**src/rtl/ram_port_arbiter.sv**
```systemverilog
// -----------------------------------------------------------------------------
// ram_port_arbiter
//
// Shares one synchronous-read data-RAM port between Num_Req requesters
// (index 0 is the core move-unit, the rest are DMA/IO engines). Requesters
// are served round-robin with a req/gnt handshake. A grant lasts until the
// owner drops req, signals last, or reaches Max_Burst accesses. Every release
// is followed by one idle turnaround cycle, and arbitration happens in that
// cycle. Read data returns one cycle after the access and is tagged with an
// rvalid bit for the requester that issued the read.
//
// Ports
//   clk        clock, all state on the rising edge
//   rst_n      asynchronous reset, active low
//   req        per-requester access request
//   we         per-requester write (1) / read (0)
//   last       this cycle's access is the final one of the burst
//   addr       packed addresses, requester i at [i*Addr_Size +: Addr_Size]
//   wdata      packed write data, packed the same way as addr
//   gnt        one-hot grant (registered)
//   rvalid     one-hot read-data-valid for the requester that issued the read
//   rdata      read data, passed straight through from ram_rdata
//   ram_addr   RAM address, muxed from the current owner
//   ram_wdata  RAM write data, muxed from the current owner
//   ram_we     RAM write enable, high only on an owner write access
//   ram_rdata  RAM read data, valid one cycle after the read address
// -----------------------------------------------------------------------------
module ram_port_arbiter #(
    parameter int Num_Req   = 2,
    parameter int Data_Size = 16,
    parameter int Addr_Size = 6,
    parameter int Max_Burst = 4
) (
    input  logic                           clk,
    input  logic                           rst_n,
    input  logic [Num_Req-1:0]             req,
    input  logic [Num_Req-1:0]             we,
    input  logic [Num_Req-1:0]             last,
    input  logic [Num_Req*Addr_Size-1:0]   addr,
    input  logic [Num_Req*Data_Size-1:0]   wdata,
    output logic [Num_Req-1:0]             gnt,
    output logic [Num_Req-1:0]             rvalid,
    output logic [Data_Size-1:0]           rdata,
    output logic [Addr_Size-1:0]           ram_addr,
    output logic [Data_Size-1:0]           ram_wdata,
    output logic                           ram_we,
    input  logic [Data_Size-1:0]           ram_rdata
);

    localparam int Ptr_W = (Num_Req > 1) ? $clog2(Num_Req) : 1;
    // Wide enough to hold Max_Burst-1, with at least one bit.
    localparam int Cnt_W = $clog2(Max_Burst + 1);

    typedef enum logic {
        IDLE  = 1'b0,
        GRANT = 1'b1
    } state_t;

    state_t             state;
    logic [Ptr_W-1:0]   rr_ptr;
    logic [Ptr_W-1:0]   owner;
    logic [Cnt_W-1:0]   burst_cnt;

    logic [Ptr_W-1:0]   winner;
    logic               own_req;
    logic               own_we;
    logic               own_last;
    logic               access;
    logic               burst_full;
    logic [Num_Req-1:0] owner_onehot;
    logic [Num_Req-1:0] winner_onehot;

    // -------------------------------------------------------------------------
    // Round-robin pick: first set request bit starting at ptr, wrapping at
    // Num_Req (which need not be a power of two).
    // -------------------------------------------------------------------------
    function automatic logic [Ptr_W-1:0] rr_pick(
        input logic [Num_Req-1:0] r,
        input logic [Ptr_W-1:0]   ptr
    );
        logic [Ptr_W-1:0] pick;
        logic             found;
        int               idx;
        pick  = '0;
        found = 1'b0;
        for (int i = 0; i < Num_Req; i++) begin
            idx = int'(ptr) + i;
            if (idx >= Num_Req) begin
                idx = idx - Num_Req;
            end
            if (!found && r[idx]) begin
                found = 1'b1;
                pick  = Ptr_W'(idx);
            end
        end
        return pick;
    endfunction

    // Pointer to the requester after w, wrapping at Num_Req.
    function automatic logic [Ptr_W-1:0] next_ptr(input logic [Ptr_W-1:0] w);
        if (w == Ptr_W'(Num_Req - 1)) begin
            return '0;
        end
        return w + 1'b1;
    endfunction

    assign winner = rr_pick(req, rr_ptr);

    assign owner_onehot  = {{(Num_Req-1){1'b0}}, 1'b1} << owner;
    assign winner_onehot = {{(Num_Req-1){1'b0}}, 1'b1} << winner;

    // -------------------------------------------------------------------------
    // Owner-side datapath. Inputs of non-owners never reach the RAM port.
    // -------------------------------------------------------------------------
    assign own_req  = req[owner];
    assign own_we   = we[owner];
    assign own_last = last[owner];

    // gnt is cleared asynchronously by reset, so access and ram_we fall with
    // rst_n and an in-flight write is never committed.
    assign access     = gnt[owner] & own_req;
    assign burst_full = (burst_cnt == Cnt_W'(Max_Burst - 1));

    assign ram_addr  = addr[int'(owner)*Addr_Size +: Addr_Size];
    assign ram_wdata = wdata[int'(owner)*Data_Size +: Data_Size];
    assign ram_we    = access & own_we;

    // The RAM's registered read data lines up with the registered rvalid tag.
    assign rdata = ram_rdata;

    // -------------------------------------------------------------------------
    // Arbitration FSM with registered gnt / rvalid.
    // -------------------------------------------------------------------------
    // NOTE: sequential state uses non-blocking assignments so every register
    // samples pre-edge values regardless of statement order.
    always_ff @(posedge clk or negedge rst_n) begin
        if (!rst_n) begin
            state     <= IDLE;
            gnt       <= '0;
            rvalid    <= '0;
            rr_ptr    <= '0;
            burst_cnt <= '0;
            owner     <= '0;
        end else begin
            // A read in this cycle is answered next cycle, tagged to the
            // requester that issued it, whatever happens to the grant.
            if (access && !own_we) begin
                rvalid <= owner_onehot;
            end else begin
                rvalid <= '0;
            end

            case (state)
                IDLE: begin
                    if (|req) begin
                        owner     <= winner;
                        gnt       <= winner_onehot;
                        burst_cnt <= '0;
                        // The pointer only moves on a grant, never on release.
                        rr_ptr    <= next_ptr(winner);
                        state     <= GRANT;
                    end else begin
                        gnt <= '0;
                    end
                end

                GRANT: begin
                    if (access) begin
                        burst_cnt <= burst_cnt + 1'b1;
                    end
                    // Release when the owner stops asking, ends its burst, or
                    // uses up its burst allowance; one idle cycle follows.
                    if (!access || own_last || burst_full) begin
                        gnt   <= '0;
                        state <= IDLE;
                    end
                end

                default: begin
                    gnt   <= '0;
                    state <= IDLE;
                end
            endcase
        end
    end

endmodule

```
**config.mk**
```make
export PLATFORM = sky130hd
export DESIGN_NAME = ram_port_arbiter
export DESIGN_NICKNAME = d
export VERILOG_FILES = /design/src/rtl/ram_port_arbiter.sv
export SDC_FILE = /design/constraint.sdc
export NUM_CORES = 1
export LEC_CHECK = 0
export CORE_UTILIZATION = 26
export DETAILED_ROUTE_END_ITERATION = 12
export PLACE_DENSITY = 0.81
export SLEW_MARGIN = 20
export SYNTH_ARGS = -nofsm -noshare
export SYNTH_HDL_FRONTEND = slang
export SYNTH_SLANG_ARGS = --single-unit
```
**constraint.sdc**
```tcl
create_clock -name clk -period 1.48 [get_ports clk]
set_input_delay 0.148 -clock clk [delete_from_list [all_inputs] [get_ports clk]]
set_output_delay 0.148 -clock clk [all_outputs]
set_load 0.005 [all_outputs]
```
==> flow_metrics.py, run 1 <==
metrics = {
    "outcome": {
        "outcome": "finished with violations",
        "violations": "negative setup slack",
    },
    "logic_synthesis": {
        "syn_avg_cell_area_um2": 10.7,
        "yosysSeqAreaShare_pct": 28.1,
        "syn_inst": 83,
        "ys_warn_count": 0,
        "synth-seq-cells": 10,
        "synth_nets": 153,
        "ys_types": 25,
        "syn-cell-area_um2": 892,
    },
    "clock_network": {
        "cts_max_level": 1,
        "numCtsBuffers": 3,
        "clkTransAtPathRegs_ns": 0.07,
        "cts_buffer_depth": 2,
        "clockRootBuffer": "clkbuf_4",
        "clkLatencyLatePin_ns": 0.27,
        "numClockSinks": 10,
        "tritoncts": "yes",
    },
    "setup_path": {
        "r2r_start": "owner",
        "rrSetupSlack_ns": -0.04,
        "r2r_end": "gnt[1]",
        "cp_top_family": "flip-flops",
        "crit_cells": 4,
        "crit_chain": "buf_12, buf_8, mux2_2, buf_6",
        "crit_path_max_fanout": 6,
        "critical_path_buf_inv_count": 3,
        "arrival_ns": 1.38,
        "startpoint": "owner",
        "critPathKind": "register to output pin",
        "cp-start-kind": "register",
        "rr_worst_depth": 6,
        "slowest_stage": "dfrtp_2",
        "setup.worst_path.end": "ram_addr[5]",
        "slowest_delay_ns": 0.42,
        "end_kind": "output pin",
        "required_ns": 1.33,
    },
    "sta": {
        "rsz0062_at_grt": "yes",
        "setup_viol": 8,
        "min_period_ns": 1.53,
        "slew_headroom_pct": 67.2,
        "finalHoldViolations": 0,
        "fin_ws_ns": -0.0526,
        "worst_slew_pin_slew_ns": 0.490,
        "period_share_pct": 104,
        "report.final.slew_viol_count": 0,
        "tns_ns": -0.338,
        "max_freq_mhz": 653,
        "fin_skew_ns": 0.00245,
    },
    "floorplanning": {
        "initial_core_util_pct": 28.3,
        "core_mm2": 0.00315,
        "rows": 20,
        "die_w_um": 60.6,
        "dieHeight_um": 60.6,
        "boundaryPins": 111,
        "die_area_mm2": 0.00367,
    },
    "place": {
        "dp.cells": 193,
        "portBuffers": 78,
        "gp_congestion": 0.743,
        "dp_hpwl_um": 2650,
    },
    "route": {
        "vias_per_cell": 4.55,
        "drt-total-wl_um": 3420,
        "drc": 0,
        "drtAntennaViolNets": 0,
        "drt-initial-drc-count": 13,
        "num_vias": 933,
        "drtPass1Iterations": 3,
        "wire_per_inst_um": 16.7,
    },
    "run": {
        "drv_cap": 0,
    },
    "final_layout": {
        "post-route-util_pct": 55.2,
        "fin_nets": 232,
        "area_growth_pct": 95.2,
        "diodes": 0,
        "final_cells": 205,
        "final_layout_size_suffix_gt1_share_pct": 46.0,
    },
    "pwr": {
        "vdd_drop_max_uv": 528,
        "power_density_mw_per_mm2": 1030,
        "power.leakage_nw": 0.791,
    },
    "global_route": {
        "overflow": 0,
        "antenna_found_initial": 0,
        "grt_max_degree": 11,
        "first_global_vias": 941,
        "grt_usage_pct": 17.8,
        "grt_pass1_wl_um": 4630,
    },
    "worst_hold_path": {
        "min-delay-path-class": "primary input to async pin",
    },
}
## how the worst min path moves through the flow
stage          cells after the start  slack [ns]            to
2_1_floorplan                      0       -0.15  burst_cnt[0]
3_3_place_gp                       0        0.30     rdata[13]
3_5_place_dp                       0        0.30     rdata[13]
4_1_cts                            1        0.21     rvalid[0]
5_1_grt                            1        0.23     rvalid[1]
6_report                           1        0.20     rvalid[0]
## through the flow
stage                     hold slack (ns)  instance area [um2]  power [mW]  setup slack [ns]
after floorplan                    -0.148                  892       0.867             0.341
after global placement              0.296                 1660        1.39           -0.0404
after detailed placement            0.296                 1660        1.41            -0.117
after CTS                           0.206                 1690        1.76           -0.0684
after global routing                0.226                 1740        1.91            -0.115
final                               0.204                 1740        1.80           -0.0526
## cell families (layout without fill, tap and decap cells)
| kind of cell | Yosys count | count (layout) | synth area share [%] |
|---|---|---|---|
| AND/OR/NAND/NOR | 13 | 13 | 9.26 |
| AO/OA/AOI/OAI | 8 | 8 | 7.71 |
| buffers and inverters | 23 | 101 | 18.5 |
| adder cells (fa/ha/maj) | 2 | 2 | 2.80 |
| multiplexers | 27 | 27 | 33.7 |
| flip-flops | 10 | 10 | 28.1 |
## worst register-to-register path, stage by stage (launching register included)
cell and delay, ns:
dfrtp_2 0.44, buf_12 0.15, buf_8 0.12, buf_6 0.11
mux2_4 0.31, nor3b_2 0.18, o2bb2ai_1 0.13
## what timing repair did
action,4_1_cts,5_1_grt
hold buffers,0,0
pin swaps,2,2
endpoints found under the setup margin,23,25
setup buffers,6,3
endpoints found under the hold margin,0,0
cloned,1,0
resized for setup,102,16
## final cells by class
class	count	area (um2)
multi-input combinational	50	514
inverter	4	15.0
fill	288	1410
clock buffer	4	36.3
timing repair buffer	93	870
sequential	10	251
tap	44	55.1
## placed cells by master (no fill, tap or decap), types with 3 or more instances in the layout
cell type,n
buf_2,15
mux2_2,16
inv_1,3
nand2_1,5
mux2_4,7
dfrtp_1,9
clkdlybuf4s50_1,54
mux2i_1,3
clkbuf_4,3
buf_6,11
buf_4,9
## synth_stat cells, drive strengths merged
cell type   n  area (um2)
mux2       24         270
buf        19         150
mux2i       3        30.0
dfrtp      10         250
a21o        1        7.51
o2bb2ai     1        8.76
inv         4        15.0
and4b       1        10.0
ha          2        25.0
nand3       1        5.00
o21bai      1        11.3
nand2       5        18.8
nand2b      1        6.26
nor2        1        6.26
o21ai       4        31.3
nor3        1        5.00
nor3b       1        12.5
a32o        1        10.0
nand4       2        18.8
## report_power, final
| part | internal (mW) | leakage (nW) | switching, mW |
|---|---|---|---|
| Clock | 0.150 | 0.0210 | 0.102 |
| Combinational | 0.772 | 0.641 | 0.396 |
| Sequential | 0.326 | 0.129 | 0.0503 |
| Total | 1.25 | 0.791 | 0.549 |
## flip-flops by register name (all words and copies together) (netlist names)
name	count
owner	1
gnt	2
rr_ptr	1
burst_cnt	3
state	1
rvalid	2
## layer usage
metal	GRT usage, %	vias to the layer above	share of wire (%)
met1	17.7	443	35
met3	6.61	8	11
met2	34.5	49	52
li1	-	433	-
met4	4.22	0	2.0
met5	0	-	0
No activity file was read; power rests on OpenSTA's default activity.
==> run 2, diff against run 1 <==
--- a/config.mk
+++ b/config.mk
@@ -5,6 +5,7 @@
 export SDC_FILE = /design/constraint.sdc
 export NUM_CORES = 1
 export LEC_CHECK = 0
+export CORE_MARGIN = 2
 export CORE_UTILIZATION = 26
 export DETAILED_ROUTE_END_ITERATION = 12
 export PLACE_DENSITY = 0.81
==> run 2 against run 1 <==
Effect of this change: the flow still finishes with violations (negative setup slack); worst hold slack got worse by 0.014 ns; clock power fell by 2%; core utilization decreased by 2.9 points; global-route usage down 1.0 points; design area shrank 0.43%; flip-flop and latch count unchanged; critical endpoint is now ram_wdata[10].
==> flow_metrics.py, run 2 (same netlist as run 1, synthesis figures left out) <==
metrics = {
    "outcome": {
        "outcome": "finished with violations",
        "violations": "negative setup slack",
    },
    "clock_network": {
        "cts_max_level": 1,
        "tritoncts": "yes",
        "clkLatencyLatePin_ns": 0.27,
        "cts_buffer_depth": 2,
        "numCtsBuffers": 3,
        "clkTransAtPathRegs_ns": 0.07,
        "clockRootBuffer": "clkbuf_4",
        "numClockSinks": 10,
        "cts_hold_repair.buffers": 0,
    },
    "floorplanning": {
        "die_w_um": 62.6,
        "initial_core_util_pct": 26.9,
        "die_area_mm2": 0.00392,
        "rows": 21,
        "core_mm2": 0.00331,
        "dieHeight_um": 62.6,
        "boundaryPins": 111,
    },
    "final_layout": {
        "final_cells": 204,
        "final_layout_size_suffix_gt1_share_pct": 43.0,
        "multi_input_area_um2": 495,
        "regArea_um2": 251,
        "area_growth_pct": 94.4,
        "layout_common_cells": "55 x clkdlybuf4s50_1, 18 x mux2_2, 12 x buf_2, 11 x buf_6, 9 x dfrtp_1",
        "design_area_mm2": 0.00173,
        "fin_nets": 229,
        "post-route-util_pct": 52.4,
        "top_regs": "burst_cnt: 3 flops, gnt: 2 flops, rvalid: 2 flops",
        "largest_register_ffs": 3,
        "final_common_cell": "clkdlybuf4s50_1",
        "top_register": "burst_cnt",
        "num-fill-cells": 288,
        "diodes": 0,
    },
    "setup_path": {
        "crit_path_max_fanout": 5,
        "crit_chain": "buf_12, buf_12, mux2_4, buf_6",
        "r2r_start": "owner",
        "critPathKind": "register to output pin",
        "crit_top_cell": "buf_12",
        "rrSetupSlack_ns": 0.05,
        "arrival_ns": 1.41,
        "rr_worst_depth": 5,
        "cp-start-kind": "register",
        "r2r_end": "gnt[1]",
        "end_kind": "output pin",
        "slowest_delay_ns": 0.45,
        "required_ns": 1.33,
        "slowest_stage": "dfrtp_2",
    },
    "route": {
        "drc": 0,
        "drt-total-wl_um": 3380,
        "num_vias": 934,
        "drt-initial-drc-count": 26,
        "drtAntennaViolNets": 0,
        "drtPass1Iterations": 4,
        "wire_per_inst_um": 16.6,
        "vias_per_cell": 4.58,
    },
    "global_route": {
        "antenna_found_initial": 0,
        "grt_max_degree": 11,
        "grt-busiest-layer": "met2",
        "first_global_vias": 1005,
        "grt_pass1_wl_um": 5130,
        "grt_use_met2_pct": 30.8,
        "met3_usage_pct": 5.95,
        "overflow": 0,
        "grt_util_met1_pct": 17.7,
        "grt_usage_pct": 16.8,
    },
    "sta": {
        "report.final.slew_viol_count": 0,
        "finalHoldViolations": 0,
        "fin_skew_ns": 0.00956,
        "max_freq_mhz": 643,
        "rsz0062_at_grt": "yes",
        "min_period_ns": 1.55,
        "tns_ns": -0.910,
        "setup_viol": 18,
        "fin_ws_ns": -0.0747,
        "slew_headroom_pct": 69.8,
        "worst_slew_pin_slew_ns": 0.452,
        "timing.hold.ws_ns": 0.190,
        "period_share_pct": 105,
    },
    "place": {
        "dp_slack_ns": -0.0529,
        "placed_area_mm2": 0.00165,
        "dp_hpwl_um": 2650,
        "gp_congestion": 0.870,
        "dp.cells": 195,
        "portBuffers": 78,
    },
    "run": {
        "drv_cap": 0,
    },
    "pwr": {
        "power_density_mw_per_mm2": 1040,
        "power.leakage_nw": 0.761,
        "vdd_drop_max_uv": 506,
        "total_power_mw": 1.80,
    },
    "worst_hold_path": {
        "min-delay-path-class": "primary input to async pin",
    },
}
==> run 2: changes by cell type in the layout (fill, tap and decap cells not counted), sizes merged <==
cell           before  now
clkbuf              4    6
buf                38   32
clkdlybuf4s50      54   55
dlymetal6s2s        1    0
dlygate4sd2         0    1
==> run 2: critical path, delay by kind of cell (launching register included) <==
kind | cells | cell delay (ns)
buffers and inverters | 3 | 0.39
flip-flops | 1 | 0.45
multiplexers | 1 | 0.30
==> run 2: where the power goes <==
group	internal [mW]	total, mW	switching (mW)	leakage (nW)
registers	0.326	0.376	0.0504	0.129
clock network	0.149	0.248	0.0987	0.0210
logic	0.780	1.18	0.399	0.611
total	1.26	1.80	0.548	0.761
==> run 2: worst max-delay path by stage <==
stage	from	end	slack, ns
2_1_floorplan	owner	ram_addr[0]	0.34
3_3_place_gp	owner	ram_wdata[12]	-0.03
3_5_place_dp	we[0]	ram_we	-0.05
4_1_cts	owner	ram_wdata[2]	-0.15
5_1_grt	owner	ram_addr[3]	-0.11
6_report	owner	ram_wdata[10]	-0.07
==> run 2: layer usage <==
| metal | vias to the layer above | wire length, um | part of all wire (%) |
|---|---|---|---|
| li1 | 428 | - | - |
| met1 | 450 | 1240 | 37 |
| met2 | 52 | 1820 | 54 |
| met3 | 4 | 247 | 7.3 |
| met4 | 0 | 71 | 2.1 |
| met5 | - | 0 | 0 |
==> run 2: final cells by class <==
type	count	share of cell area, %
multi-input combinational	50	28.6
inverter	4	0.866
tap	46	3.32
clock buffer	4	2.09
sequential	10	14.5
timing repair buffer	90	50.6
==> run 2: timing repair <==
action | CTS | global route
resized for setup | 94 | 12
buffers inserted | 5 | 0
setup endpoints to repair | 23 | 25
gates cloned | 2 | 1
==> run 3, diff against run 2 <==
--- a/config.mk
+++ b/config.mk
@@ -5,10 +5,11 @@
 export SDC_FILE = /design/constraint.sdc
 export NUM_CORES = 1
 export LEC_CHECK = 0
+export CORE_ASPECT_RATIO = 0.75
 export CORE_MARGIN = 2
 export CORE_UTILIZATION = 26
 export DETAILED_ROUTE_END_ITERATION = 12
-export PLACE_DENSITY = 0.81
+export PLACE_DENSITY_LB_ADDON = 0.3
 export SLEW_MARGIN = 20
 export SYNTH_ARGS = -nofsm -noshare
 export SYNTH_HDL_FRONTEND = slang
==> run 3 against run 2 <==
Effect of this change: largest cell class unchanged; sequential share of layout area shrank 0.50 points; combinational power increased by 5%; non-clock buffer count did not move; the flow still finishes with violations (negative setup slack); via count decreased by 2.6%; critical path depth rose by 3; clock skew fell by 0.0082 ns; core utilization increased by 2.2 points; clock-buffer cell count unchanged.
==> flow_metrics.py, run 3 (same netlist as run 1, synthesis figures left out) <==
metrics = {
    "outcome": {
        "outcome": "finished with violations",
        "violations": "negative setup slack",
    },
    "place": {
        "dp_hpwl_um": 2340,
        "portBuffers": 78,
        "gp_congestion": 0.803,
    },
    "sta": {
        "max_freq_mhz": 662,
        "report.final.slew_viol_count": 0,
        "min_period_ns": 1.51,
        "worst_slew_pin_slew_ns": 0.462,
        "slew_headroom_pct": 69.1,
        "tns_ns": -0.120,
        "rsz0062_at_grt": "yes",
        "finalHoldViolations": 0,
        "fin_ws_ns": -0.0304,
        "fin_skew_ns": 0.00141,
        "period_share_pct": 102,
        "setup_viol": 9,
    },
    "setup_path": {
        "crit_path_max_fanout": 8,
        "crit_top_cell": "buf_6",
        "slowest_stage": "dfrtp_2",
        "setup.worst_path.end": "gnt[0]",
        "critPathKind": "register to register",
        "cp-start-kind": "register",
        "crit_chain": "buf_6, buf_16, buf_6, buf_4, nand4_2, o21ai_4, a32o_1",
        "slowest_delay_ns": 0.41,
        "required_ns": 1.60,
        "critical_path_buf_inv_count": 4,
        "rrSetupSlack_ns": -0.03,
        "crit_cells": 7,
        "end_kind": "register",
        "startpoint": "owner",
        "r2r_end": "gnt[0]",
        "cp_top_family": "buffers and inverters",
        "r2r_start": "owner",
        "rr_worst_depth": 7,
        "arrival_ns": 1.63,
    },
    "route": {
        "drt-total-wl_um": 3050,
        "drt-initial-drc-count": 9,
        "drc": 0,
        "wire_per_inst_um": 15.4,
        "vias_per_cell": 4.60,
        "drtAntennaViolNets": 0,
        "num_vias": 910,
        "drtPass1Iterations": 4,
    },
    "floorplanning": {
        "core_mm2": 0.00329,
        "rows": 18,
        "die_w_um": 71.6,
        "initial_core_util_pct": 27.1,
        "boundaryPins": 111,
        "die_area_mm2": 0.00392,
        "dieHeight_um": 54.7,
    },
    "final_layout": {
        "post-route-util_pct": 54.6,
        "area_growth_pct": 101,
        "fin_nets": 229,
        "top_regs": "burst_cnt: 3 flops, gnt: 2 flops, rvalid: 2 flops",
        "layout_common_cells": "55 x clkdlybuf4s50_1, 14 x buf_6, 12 x mux2_2, 11 x mux2_4, 9 x dfrtp_1",
        "final_layout_size_suffix_gt1_share_pct": 41.8,
        "final_common_cell": "clkdlybuf4s50_1",
        "top_register": "burst_cnt",
        "largest_register_ffs": 3,
        "diodes": 0,
    },
    "run": {
        "drv_cap": 0,
    },
    "pwr": {
        "vdd_drop_max_uv": 891,
        "power_density_mw_per_mm2": 1090,
        "total_power_mw": 1.96,
        "power.leakage_nw": 0.798,
    },
    "global_route": {
        "grt_max_degree": 11,
        "antenna_found_initial": 0,
        "overflow": 0,
        "first_global_vias": 904,
        "grt_pass1_wl_um": 4540,
        "grt_usage_pct": 15.5,
    },
    "worst_hold_path": {
        "min-delay-path-class": "primary input to async pin",
    },
    "clock_network": {
        "clkLatencyLatePin_ns": 0.24,
        "cts_max_level": 1,
        "clkTransAtPathRegs_ns": 0.05,
        "clockRootBuffer": "clkbuf_8",
        "cts_buffer_depth": 2,
        "numCtsBuffers": 3,
        "tritoncts": "yes",
        "numClockSinks": 10,
    },
}
## run 3: worst min-delay path by stage
| stage | cells past startpoint | from | slack, ns | endpoint |
|---|---|---|---|---|
| finish | 1 | rst_n | 0.23 | rr_ptr |
| global route | 1 | rst_n | 0.27 | burst_cnt[0] |
| CTS | 1 | rst_n | 0.25 | burst_cnt[0] |
| detailed placement | 0 | ram_rdata[13] | 0.30 | rdata[13] |
| global placement | 0 | ram_rdata[13] | 0.30 | rdata[13] |
| floorplan | 0 | rst_n | -0.15 | burst_cnt[0] |
## run 3: stage by stage
step | std cells | setup WS [ns] | hold WS (ns) | instance area [um2]
detailed placement | 188 | -0.0667 | 0.296 | 1620
finish | 198 | -0.0304 | 0.233 | 1800
global route | 198 | -0.0769 | 0.267 | 1800
CTS | 196 | -0.0396 | 0.246 | 1770
floorplan | 83 | 0.341 | -0.148 | 892
global placement | 188 | -0.0350 | 0.296 | 1620
## run 3: worst reg2reg max path, stage by stage (launching register included)
cell and delay, ns:
dfrtp_2 0.41, buf_6 0.14, buf_16 0.13, buf_6 0.12, buf_4 0.13, nand4_2 0.10
o21ai_4 0.11, a32o_1 0.27
## run 3: layout make-up
class                           count  area [um2]
Clock buffer                        4        55.1
Multi-Input combinational cell     50         531
Timing Repair Buffer               90         893
Fill cell                         300        1490
Sequential cell                    10         251
Inverter                            4        15.0
Tap cell                           40        50.0
## run 3: where the power goes
part / switching (mW) / internal, mW
Sequential: 0.0503 / 0.327
Combinational: 0.415 / 0.828
Clock: 0.108 / 0.234
Total: 0.573 / 1.39
## run 3: layer usage
| layer | share of wire (%) | vias to the layer above | GRT usage, % |
|---|---|---|---|
| li1 | - | 430 | - |
| met1 | 39 | 432 | 17.8 |
| met2 | 51 | 44 | 28.4 |
| met3 | 9.0 | 4 | 4.79 |
| met4 | 0.82 | 0 | 4.40 |
| met5 | 0 | - | 0 |
## run 3: repair_timing
action                     CTS  global route
resized for setup          104            10
hold endpoints to repair     0             0
cloned                       1             0
hold buffers                 0             0
setup endpoints to repair   23            24
pin swaps                    1             2
buffers inserted             3             2
